<file path="config.mk">
export PLATFORM = sky130hd
export DESIGN_NAME = branch_hazard_ctrl
export DESIGN_NICKNAME = d
export VERILOG_FILES = /design/src/rtl/branch_hazard_ctrl.sv
export SDC_FILE = /design/constraint.sdc
export NUM_CORES = 1
export LEC_CHECK = 0
export ABC_CLOCK_PERIOD_IN_PS = 4900
export CORE_MARGIN = 2
export CORE_UTILIZATION = 39
export DETAILED_ROUTE_END_ITERATION = 8
export PLACE_DENSITY = 0.8
export REMOVE_ABC_BUFFERS = 1
export SYNTH_ARGS = -nofsm -noshare
export SYNTH_HDL_FRONTEND = slang
export SYNTH_SLANG_ARGS = --single-unit
export TNS_END_PERCENT = 30
</file>
<file path="constraint.sdc">
create_clock -name Clk -period 4.9 [get_ports Clk]
set_clock_uncertainty 0.2 [all_clocks]
set_input_delay 1.225 -clock Clk [delete_from_list [all_inputs] [get_ports Clk]]
set_output_delay 1.225 -clock Clk [all_outputs]
set_load 0.01 [all_outputs]
</file>
<file path="src/rtl/branch_hazard_ctrl.sv">
// -----------------------------------------------------------------------------
// branch_hazard_ctrl
//
// Fetch/decode control for a 5-stage MIPS pipeline with branches resolved in
// ID. It detects branch-operand and load-use data hazards and stalls PC and
// IF/ID while it bubbles ID/EX. It registers taken-branch targets and redirects
// the PC one cycle later. It also squashes wrong-path fetches.
//
// Optional feature macro: DELAY_SLOT_EN
//   defined   - during a redirect only the IF/ID fetch is flushed. The
//               delay-slot instruction in ID proceeds into EX.
//   undefined - during a redirect IF/ID is flushed and ID/EX is bubbled.
//
// Ports:
//   Clk           pipeline clock, rising edge
//   Reset_n       asynchronous active-low reset
//   IsBranch      ID instruction is a conditional branch
//   BranchTaken   comparator result for the ID branch
//   BranchTarget  computed target of the ID branch (32 bits)
//   ID_Rs, ID_Rt  ID source registers
//   UsesRt        ID instruction reads Rt
//   EX_RegWrite   EX stage writes a register
//   EX_MemRead    EX stage is a load
//   EX_Rd         EX destination register
//   MEM_MemRead   MEM stage is a load
//   MEM_Rd        MEM destination register
//   PCWrite       PC load enable
//   IFIDWrite     IF/ID load enable
//   IFIDFlush     replace IF/ID contents with a nop
//   IDEXBubble    zero the ID/EX control fields
//   PCSrc         select PCTarget over PC+4
//   PCTarget      registered redirect address
// -----------------------------------------------------------------------------
module branch_hazard_ctrl (
    input  logic        Clk,
    input  logic        Reset_n,
    input  logic        IsBranch,
    input  logic        BranchTaken,
    input  logic [31:0] BranchTarget,
    input  logic [4:0]  ID_Rs,
    input  logic [4:0]  ID_Rt,
    input  logic        UsesRt,
    input  logic        EX_RegWrite,
    input  logic        EX_MemRead,
    input  logic [4:0]  EX_Rd,
    input  logic        MEM_MemRead,
    input  logic [4:0]  MEM_Rd,
    output logic        PCWrite,
    output logic        IFIDWrite,
    output logic        IFIDFlush,
    output logic        IDEXBubble,
    output logic        PCSrc,
    output logic [31:0] PCTarget
);

    typedef enum logic [1:0] {
        ST_RUN      = 2'd0,
        ST_STALL    = 2'd1,
        ST_REDIRECT = 2'd2
    } state_t;

    state_t      state_r;
    logic [1:0]  cnt_r;
    logic [31:0] target_r;

    logic        ex_match_s;
    logic        mem_match_s;
    logic        need2_s;
    logic        need1_s;
    logic [1:0]  stall_need_s;

    // A producer matches when it writes Rs, or Rt that the ID instruction
    // actually reads. $zero is never a real producer.
    function automatic logic reg_match(input logic [4:0] rd,
                                       input logic [4:0] rs,
                                       input logic [4:0] rt,
                                       input logic       uses_rt);
        logic m;
        if (rd == 5'd0) begin
            m = 1'b0;
        end else begin
            m = (rd == rs) || (uses_rt && (rd == rt));
        end
        return m;
    endfunction

    // Stall need N. It is forced to 0 while reset is held so that the Mealy
    // outputs show their reset values immediately.
    always_comb begin
        ex_match_s   = reg_match(EX_Rd, ID_Rs, ID_Rt, UsesRt);
        mem_match_s  = reg_match(MEM_Rd, ID_Rs, ID_Rt, UsesRt);
        need2_s      = IsBranch && EX_MemRead && ex_match_s;
        need1_s      = (IsBranch && EX_RegWrite && !EX_MemRead && ex_match_s) ||
                       (IsBranch && MEM_MemRead && mem_match_s) ||
                       (!IsBranch && EX_MemRead && ex_match_s);
        stall_need_s = 2'd0;
        if (!Reset_n) begin
            stall_need_s = 2'd0;
        end else if (need2_s) begin
            stall_need_s = 2'd2;
        end else if (need1_s) begin
            stall_need_s = 2'd1;
        end else begin
            stall_need_s = 2'd0;
        end
    end

    // Control FSM: state, remaining stall count and latched redirect target.
    always_ff @(posedge Clk or negedge Reset_n) begin
        if (!Reset_n) begin
            state_r  <= ST_RUN;
            cnt_r    <= 2'd0;
            target_r <= 32'd0;
        end else begin
            case (state_r)
                ST_RUN: begin
                    if (stall_need_s == 2'd2) begin
                        // The first stall cycle is this one, and STALL covers the second.
                        state_r <= ST_STALL;
                        cnt_r   <= 2'd1;
                    end else if (stall_need_s == 2'd1) begin
                        // Stay here and re-check once the producer has moved on.
                        state_r <= ST_RUN;
                    end else if (IsBranch && BranchTaken) begin
                        target_r <= BranchTarget;
                        state_r  <= ST_REDIRECT;
                    end else begin
                        state_r <= ST_RUN;
                    end
                end
                ST_STALL: begin
                    cnt_r <= cnt_r - 2'd1;
                    if (cnt_r <= 2'd1) begin
                        state_r <= ST_RUN;
                    end else begin
                        state_r <= ST_STALL;
                    end
                end
                ST_REDIRECT: begin
                    // The instruction in ID is wrong-path and is never evaluated.
                    state_r <= ST_RUN;
                end
                default: begin
                    state_r <= ST_RUN;
                    cnt_r   <= 2'd0;
                end
            endcase
        end
    end

    // Pipeline control outputs. Stall outputs follow the current hazard
    // (Mealy), and redirect outputs follow the state.
    always_comb begin
        PCWrite    = 1'b1;
        IFIDWrite  = 1'b1;
        IFIDFlush  = 1'b0;
        IDEXBubble = 1'b0;
        PCSrc      = 1'b0;
        case (state_r)
            ST_RUN: begin
                if (stall_need_s != 2'd0) begin
                    PCWrite    = 1'b0;
                    IFIDWrite  = 1'b0;
                    IDEXBubble = 1'b1;
                end else begin
                    PCWrite    = 1'b1;
                    IFIDWrite  = 1'b1;
                end
            end
            ST_STALL: begin
                PCWrite    = 1'b0;
                IFIDWrite  = 1'b0;
                IDEXBubble = 1'b1;
            end
            ST_REDIRECT: begin
                PCSrc      = 1'b1;
                PCWrite    = 1'b1;
                IFIDFlush  = 1'b1;
`ifdef DELAY_SLOT_EN
                IDEXBubble = 1'b0;
`else
                IDEXBubble = 1'b1;
`endif
            end
            default: begin
                PCWrite    = 1'b1;
                IFIDWrite  = 1'b1;
            end
        endcase
    end

    assign PCTarget = target_r;

endmodule

</file>
== Word-level counts from Yosys, hierarchy flattened ==
Index checks and enable logic that the tools add are counted.

* Logic and storage cells: 59
* Bits in read-only memories: 0
* Bits in latches: 0
* Register bits after elaboration: 36
* Memories: 0
* Output and inout port bits: 37
* Input bits: 60
* RAM bits: 0

* Div/mod/pow operators: 0
* Multipliers: 0
* Bitwise gates (word level): 3
* Magnitude comparators: 1
* Reductions and logical operators: 25
* Shift operators: 0
* Multiplexer cells: 17
* Equal/unequal tests: 9
* Add/sub/neg operators: 1

{| class="wikitable"
|+ Operators with widths
! kind !! count
|-
| $eq A5 B5 Y1 || 4
|-
| $logic_and A1 B1 Y1 || 12
|-
| $mux W2 || 6
|-
| $logic_not A5 Y1 || 2
|-
| $mux W1 || 7
|-
| $pmux W2 S3 || 1
|-
| $eq A2 B1 Y1 const B || 2
|-
| $eq A2 B2 Y1 const B || 2
|-
| $logic_or A1 B1 Y1 || 4
|-
| $pmux W1 S2 || 2
|-
| $pmux W2 S2 || 1
|-
| $reduce_and A4 Y1 || 1
|-
| $not A1 Y1 || 3
|-
| $le A2 B1 Y1 const B || 1
|-
| $logic_not A1 Y1 || 2
|-
| $logic_not A2 Y1 || 1
|-
| $ne A2 B2 Y1 const B || 1
|-
| $reduce_and A2 Y1 || 1
|-
| $reduce_bool A2 Y1 || 1
|-
| $reduce_or A2 Y1 || 1
|-
| $sub A2 B1 Y2 const B || 1
|}

== Depth between registers and ports, before layout ==
Gate-level depths: netlist of the first run.

* Word-level depth: 14
* Mapped depth: 10
* Mapped depth without buffers: 10

== Worst setup path before layout of the first run ==
OpenSTA, ideal clock, no wires.

* Kind: input -> output
* Start: input port EX_Rd[4]
* End: output port PCWrite
* Data arrival time: 3.074 ns
* Buffers on the path: 1
* Required time: 3.475 ns
* Path slack: 0.401 ns
* Cell stages on the path: 9
* Cells stage by stage: xor2_1 nor4_2 a32oi_1 o32a_1 a311o_1 ha_1 nand2_1 o21ai_0 buf_4

* Word-level cells in the longest chain between the ends: 13
* Elaborated cells on any way between the ends: 17
* Classes of those cells: 2 x eq/ne; 6 x mux; 9 x reduce/logical

{| class="wikitable"
|+ Ends and longest elaborated chain
! element !! line !! text
|-
| start: declaration || 45 || <nowiki>input logic [4:0] EX_Rd,</nowiki>
|-
| $eq A5 B5 Y1 || 82 || <nowiki>m = (rd == rs) || (uses_rt && (rd == rt));</nowiki>
|-
| $logic_and A1 B1 Y1 || 82 ||
|-
| $logic_or A1 B1 Y1 || 82 ||
|-
| $mux W1 * || 79 || <nowiki>if (rd == 5'd0) begin</nowiki>
|-
| $logic_and A1 B1 Y1 || 93 || <nowiki>need1_s = (IsBranch && EX_RegWrite && !EX_MemRead && ex_match_s) ||</nowiki>
|-
| $logic_or A1 B1 Y1 || 93 ||
|-
| $logic_or A1 B1 Y1 || 94 || <nowiki>(IsBranch && MEM_MemRead && mem_match_s) ||</nowiki>
|-
| $mux W1 || 101 || <nowiki>end else if (need1_s) begin</nowiki>
|-
| $mux W2 * || 99 || <nowiki>end else if (need2_s) begin</nowiki>
|-
| $mux W2 * || 97 || <nowiki>if (!Reset_n) begin</nowiki>
|-
| $reduce_bool A2 Y1 * || 161 || <nowiki>if (stall_need_s != 2'd0) begin</nowiki>
|-
| $mux W1 * || -- ||
|-
| $pmux W1 S2 * || -- ||
|-
| end: declaration || 48 || <nowiki>output logic PCWrite,</nowiki>
|}

Every way passes the cells marked *; elsewhere a longest branch is shown, timed or not.

== Final worst setup path of the first run ==
* Start: input port ID_Rs[2]
* End: output port IDEXBubble

* Word-level cells in the longest chain between the ends: 12
* Elaborated cells on any way between the ends: 18
* Classes of those cells: 2 x eq/ne; 7 x mux; 9 x reduce/logical

{| class="wikitable"
|+ Ends and longest elaborated chain
! element !! line !! text
|-
| start: declaration || 40 || <nowiki>input logic [4:0] ID_Rs,</nowiki>
|-
| $eq A5 B5 Y1 || 82 ||
|-
| $logic_or A1 B1 Y1 || 82 ||
|-
| $mux W1 || 79 ||
|-
| $logic_and A1 B1 Y1 (on tied branches) || 93, 94 ||
|-
| $logic_or A1 B1 Y1 || 93 ||
|-
| $logic_or A1 B1 Y1 || 94 ||
|-
| $mux W1 || 101 ||
|-
| $mux W2 * || 99 ||
|-
| $mux W2 * || 97 ||
|-
| $reduce_bool A2 Y1 * || 161 ||
|-
| $mux W1 * || 161 ||
|-
| $pmux W1 S2 * || 159 || <nowiki>case (state_r)</nowiki>
|-
| end: declaration || 51 || <nowiki>output logic IDEXBubble,</nowiki>
|}

Marks and branches as above.

==> results of run 1 <==
[cell families after synthesis]
group,Yosys count,synth area share [%]
muxes,33,20.55
DFF,36,49.83
adders and majority gates,8,5.537
buffers and inverters,13,3.114
AOI/OAI and AO/OA,13,5.121
and+or+nand+nor,20,6.159
xor gates and xnor gates,20,9.689
[worst max path at each step]
| stage | endpoint | slack, ns | depth (start not counted) |
|---|---|---|---|
| after floorplan | IFIDWrite | 0.53 | 8 |
| after global placement | IDEXBubble | -0.48 | 11 |
| after detailed placement | IDEXBubble | -0.52 | 11 |
| after CTS | IDEXBubble | 0.01 | 10 |
| after global routing | IDEXBubble | 0.002 | 11 |
| final | IDEXBubble | 0.13 | 12 |
[report_power, final]
part	switching, mW	internal [mW]
Clock	0.105	0.0989
Combinational	0.113	0.205
Sequential	0.0282	0.355
[per-layer routing]
metal  wire length, um  part of all wire [%]
met5                 0                     0
met4                69                   1.5
met3               625                    14
met2              2109                    46
met1              1823                    39
[critical path: cells and delay by family]
family,cells,cell delay [ns]
AND/OR/NAND/NOR,2,0.32
adder cells (fa/ha/maj),1,0.18
AO/OA/AOI/OAI,4,0.71
buffers and inverters,4,0.77
XOR/XNOR,1,0.15
[layout by cell type (no fill, tap or decap), types with 5 or more instances in the layout]
| cell | count |
|---|---|
| dlymetal6s2s_1 | 10 |
| dfrtp_1 | 36 |
| xor2_1 | 18 |
| clkbuf_8 | 5 |
| mux2_2 | 33 |
| ha_1 | 7 |
| buf_4 | 20 |
| clkdlybuf4s50_1 | 78 |
| inv_1 | 6 |
[state kept, by name, indices dropped and copies added (netlist names)]
| signal | cells |
|---|---|
| PCTarget | 32 |
| cnt_r | 2 |
| state_r | 2 |
[final cells by class]
class                   instances  share of cell area (%)
repair buffers                117                   36.81
flip-flops and latches         36                   29.26
multi-input cells              94                   28.24
clock buffers                   5                   2.235
well taps                      52                   2.113
inverters                       6                  0.7314
clock inverters                 3                  0.6095
[through the flow]
stage / util, % / TNS, ns
floorplan: - / 0
global placement: 66.84 / -1.276
detailed placement: 66.84 / -1.437
CTS: 68.65 / 0
global route: 69.76 / 0
finish: 69.76 / 0
[timing repair]
item	in CTS	in global routing
pin swaps	4	9
resized for setup	19	15
cloned	0	0
hold buffers	0	0
endpoints found under the setup margin	3	3
buffers inserted	1	1
==> results.sh, run 1 <==
export IMPL_finalNonFillerCells=313
export IMPL_drt_initial_drc_count=35
export IMPL_antenna_found_initial=0
export IMPL_slew_headroom_pct=69.25
export IMPL_grt_pass1_wl_um=7362
export IMPL_critPathMaxStageDelay_ns=0.44
export IMPL_die_h_um=72.09
export IMPL_grt_usage_pct=18.75
export IMPL_cp_max_fo=2
export IMPL_r2r_cells=5
export IMPL_reg2reg_slack_ns=3.08
export IMPL_nNetsFinal=328
export IMPL_synth_top_area_cell="dfrtp_1"
export IMPL_yosysMostFrequentCell="dfrtp_1"
export IMPL_hold_viol_final=0
export IMPL_path_clk_slew_ns=0.08
export IMPL_syn_inst=143
export IMPL_seqCellArea_um2=900.9
export IMPL_dieArea_um2=5196
export IMPL_cp_data_required_time_ns=3.47
export IMPL_viasPerCell=4.907
export IMPL_period_minus_slack_ns=4.767
export IMPL_status="complete, no violations"
export IMPL_drc_errors=0
export IMPL_r2r_start="state_r[1]"
export IMPL_cp_slowest_cell="clkdlybuf4s50_1"
export IMPL_max_freq_mhz=209.8
export IMPL_grt_overflow=0
export IMPL_drv_slew=0
export IMPL_firstDrtPassIters=4
export IMPL_rr_endpoint="PCTarget[11]"
export IMPL_total_power_mw=0.9051
export IMPL_grt_use_met1_pct=21.73
export IMPL_yosys_register_bits=36
export IMPL_cts_buffer_depth=2
export IMPL_timing_hold_ws_ns=0.3082
export IMPL_tightest_slew_ns=0.4612
export IMPL_ys_flop_type="dfrtp_1"
export IMPL_cts_root_buf="clkbuf_8"
export IMPL_critPathLaunch="ID_Rs[2]"
export IMPL_startpoint_type="input pin"
export IMPL_rsz0062_at_grt="no"
export IMPL_crit_chain="clkdlybuf4s50_1 -> buf_4 -> xor2_1 -> nor3_1 -> a32oi_1 -> o32a_1 -> a311o_1 -> ha_2 -> inv_1 -> a21oi_1 -> nor2_1 -> buf_2"
export IMPL_synthesis_area_um2=1808
export IMPL_finalWirelength_um=4627
export IMPL_synthArstFlopShare_pct=100.0
export IMPL_area_delta_synth_final_pct=70.31
export IMPL_synth_edf_count=0
export IMPL_die_x_um=72.09
export IMPL_dp_slack_ns=-0.5180
export IMPL_initial_core_util_pct=40.96
export IMPL_gr_max_usage_layer="met2"
export IMPL_wire_per_inst_um=14.78
export IMPL_dpl_cell_count=303
export IMPL_cts_tree="built"
export IMPL_finalCritPeriodShare_pct=97.30
export IMPL_synth_area_leaders="dfrtp_1 (50%), mux2_2 (21%), xor2_1 (8.7%), ha_1 (5.5%), inv_1 (1.2%)"
export IMPL_h_tree_depth=2
export IMPL_min_to="PCTarget[9]"
export IMPL_grt_pass1_vias=1637
export IMPL_path_class="input pin to output pin"
export IMPL_design_area_um2=3079
export IMPL_setup_violations=0
export IMPL_synthDistinctLibCells=26
export IMPL_power_leakage_nw=1.397
export IMPL_routabilityCongestion=0.8944
export IMPL_p_per_area_nw_per_um2=293.9
export IMPL_io_pins=97
export IMPL_synth_area_per_cell_um2=12.64
export IMPL_vias=1536
export IMPL_dpl_instance_area_um2=2950
export IMPL_synth_top_cell_area_share_pct=49.83
export IMPL_hold_class="flip-flop to flip-flop"
export IMPL_yosysWarnings=0
export IMPL_antenna_left=0
export IMPL_critPathArrivalTime_ns=3.34
export IMPL_fillers=345
export IMPL_drive_above_1_share_pct=27.20
export IMPL_critPathCaptureType="output pin"
export IMPL_hpwl_um=3533
export IMPL_cts_buffers=5
export IMPL_global_route_usage_met2_pct=29.15
export IMPL_min_delay_start="PCTarget[9]"
export IMPL_max_cap_violations=0
export IMPL_holdPathStages=1
export IMPL_clock_sinks=36
export IMPL_peakVddDrop_mv=0.2695
export IMPL_ys_top_cells_by_count="dfrtp_1 (36), mux2_2 (33), xor2_1 (18)"
export IMPL_fp_coreArea_um2=4414
export IMPL_grt_max_degree=38
export IMPL_io_buffers=96
export IMPL_seq_area_frac_synth_pct=49.83
export IMPL_diodes=0
export IMPL_setup_ws_ns=0.1325
export IMPL_clkLatencyLatePin_ns=0.29
export IMPL_multi_input_area_um2=869.6
export IMPL_rows=24
export IMPL_gr_usage_met3_pct=10.14
(Power assumes the default switching activity.)
==> inputs of run 2 (changes only) <==
--- a/config.mk
+++ b/config.mk
@@ -5,11 +5,13 @@
 export SDC_FILE = /design/constraint.sdc
 export NUM_CORES = 1
 export LEC_CHECK = 0
-export ABC_CLOCK_PERIOD_IN_PS = 4900
+export ABC_CLOCK_PERIOD_IN_PS = 5100
+export CELL_PAD_IN_SITES_DETAIL_PLACEMENT = 1
+export CELL_PAD_IN_SITES_GLOBAL_PLACEMENT = 1
 export CORE_MARGIN = 2
-export CORE_UTILIZATION = 39
+export CORE_UTILIZATION = 29
 export DETAILED_ROUTE_END_ITERATION = 8
-export PLACE_DENSITY = 0.8
+export PLACE_DENSITY_LB_ADDON = 0.1
 export REMOVE_ABC_BUFFERS = 1
 export SYNTH_ARGS = -nofsm -noshare
 export SYNTH_HDL_FRONTEND = slang
==> constraint.sdc (replaced) <==
create_clock -name Clk -period 5.1 [get_ports Clk]
set_clock_uncertainty 0.2 [all_clocks]
set_input_delay 1.275 -clock Clk [delete_from_list [all_inputs] [get_ports Clk]]
set_output_delay 1.275 -clock Clk [all_outputs]
set_load 0.01 [all_outputs]
==> run 2 against run 1 <==
Net effect: wire length grew 14%; worst setup slack lost 0.022 ns; hold slack lost 0.0042 ns; largest power group unchanged; total power shrank 2.8%; utilization shrank 18 points; final area grew 0.73%; non-clock buffer count grew 3; first-iteration DRC count shrank 57%; clock-buffer cell count grew 3.
==> results.sh, run 2 (synthesis results as in run 1) <==
export IMPL_grt_max_degree=38
export IMPL_seqCellArea_um2=900.9
export IMPL_final_util_pct=51.78
export IMPL_multi_input_area_um2=868.3
export IMPL_grt_pass1_vias=1825
export IMPL_critPathCaptureType="output pin"
export IMPL_antenna_left=0
export IMPL_layout_common_cells="clkdlybuf4s50_1 (87), dfrtp_1 (36), mux2_2 (33)"
export IMPL_initial_core_util_pct=30.18
export IMPL_path_clk_slew_ns=0.07
export IMPL_drt_initial_drc_count=15
export IMPL_die_x_um=82.96
export IMPL_finalCritPeriodShare_pct=97.83
export IMPL_finalWirelength_um=5283
export IMPL_critPathArrivalTime_ns=3.51
export IMPL_io_pins=97
export IMPL_drc_errors=0
export IMPL_startpoint_type="input pin"
export IMPL_total_power_mw=0.8798
export IMPL_path_class="input pin to output pin"
export IMPL_nNetsFinal=331
export IMPL_area_delta_synth_final_pct=71.56
export IMPL_fillers=653
export IMPL_die_h_um=82.96
export IMPL_clock_sinks=36
export IMPL_grt_overflow=0
export IMPL_vias=1528
export IMPL_cts_root_buf="clkbuf_8"
export IMPL_grt_pass1_wl_um=8983
export IMPL_r2r_start="state_r[0]"
export IMPL_setup_violations=0
export IMPL_min_delay_start="PCTarget[5]"
export IMPL_cts_tree="built"
export IMPL_drv_slew=0
export IMPL_power_leakage_nw=1.347
export IMPL_h_tree_depth=2
export IMPL_diodes=0
export IMPL_max_cap_violations=0
export IMPL_max_freq_mhz=200.4
export IMPL_critPathLaunch="ID_Rt[1]"
export IMPL_cts_buffers=5
export IMPL_io_buffers=96
export IMPL_tightest_slew_ns=0.4657
export IMPL_final_common_cell="clkdlybuf4s50_1"
export IMPL_slew_headroom_pct=68.95
export IMPL_peakVddDrop_mv=0.1830
export IMPL_wire_per_inst_um=15.58
export IMPL_cp_data_required_time_ns=3.62
export IMPL_dieArea_um2=6882
export IMPL_period_minus_slack_ns=4.990
export IMPL_grt_usage_pct=16.05
export IMPL_antenna_found_initial=0
export IMPL_status="complete, no violations"
export IMPL_largest_register_ff_count=32
export IMPL_clkLatencyLatePin_ns=0.27
export IMPL_hold_viol_final=0
export IMPL_hpwl_um=4188
export IMPL_routabilityCongestion=0.7607
export IMPL_hold_class="flip-flop to flip-flop"
export IMPL_drive_above_1_share_pct=26.89
export IMPL_cp_max_fo=2
export IMPL_rows=28
export IMPL_viasPerCell=4.507
export IMPL_p_per_area_nw_per_um2=283.6
export IMPL_firstDrtPassIters=3
export IMPL_cts_buffer_depth=2
export IMPL_hold_buffers=0
export IMPL_fp_coreArea_um2=5991
run 2: layout make-up:
type / instances / share of cell area (%)
tap: 75 / 3.025
inverter: 6 / 0.7261
sequential: 36 / 29.04
multi-input combinational: 94 / 28.00
clock buffer: 8 / 2.904
timing repair buffer: 120 / 36.31
run 2: worst paths after layout:
path | to | slack, ns | cells after the start
setup / recovery | IDEXBubble | 0.11 | 11
hold / removal | PCTarget[5] | 0.30 | 1
setup reg to reg | PCTarget[21] | 3.12 | 5
hold reg to reg | PCTarget[5] | 0.30 | 1
max in group asynchronous | PCTarget[19] | 3.47 | 2
min in group asynchronous | state_r[0] | 0.89 | 2
run 2: per-stage QoR:
| step | hold slack (ns) | cell area, um2 | setup WS [ns] | setup TNS [ns] | std cells |
|---|---|---|---|---|---|
| after floorplan | 0.3027 | 1774 | 0.6266 | 0 | 136 |
| after global placement | 0.2871 | 2989 | -0.3944 | -1.005 | 329 |
| after detailed placement | 0.2926 | 2989 | -0.4437 | -1.112 | 329 |
| after CTS | 0.3085 | 3079 | -0.06110 | -0.1199 | 337 |
| after global routing | 0.3156 | 3102 | -0.003989 | -0.003989 | 339 |
| final | 0.3040 | 3102 | 0.1104 | 0 | 339 |
run 2: critical path: stages:
cell and delay, ns:
clkdlybuf4s50_1 0.43, xor2_1 0.16, nor4_2 0.28, a32oi_2 0.17
o32a_1 0.32, a311o_1 0.30, ha_1 0.22, inv_1 0.06
a21oi_1 0.06, nor2_1 0.10, buf_2 0.14
run 2: layer usage:
metal	share of wire [%]	global-route usage [%]	vias up
li1	-	-	743
met1	40	18.09	733
met2	53	28.96	48
met3	6.6	5.467	4
met4	0.68	4.024	0
met5	0	0	-
run 2: what timing repair did:
item | in CTS | in global routing
gates resized for setup | 11 | 9
buffers inserted | 0 | 2
endpoints found under the setup margin | 3 | 3
pin swaps | 2 | 3
endpoints found under the hold margin | 0 | 0
run 2: power by group:
| part | total, mW | leakage [nW] | internal (mW) | switching [mW] |
|---|---|---|---|---|
| combinational | 0.309 | 0.873 | 0.197 | 0.112 |
| sequential | 0.370 | 0.429 | 0.341 | 0.0289 |
| clock | 0.201 | 0.0455 | 0.110 | 0.0911 |
| total | 0.880 | 1.35 | 0.648 | 0.232 |
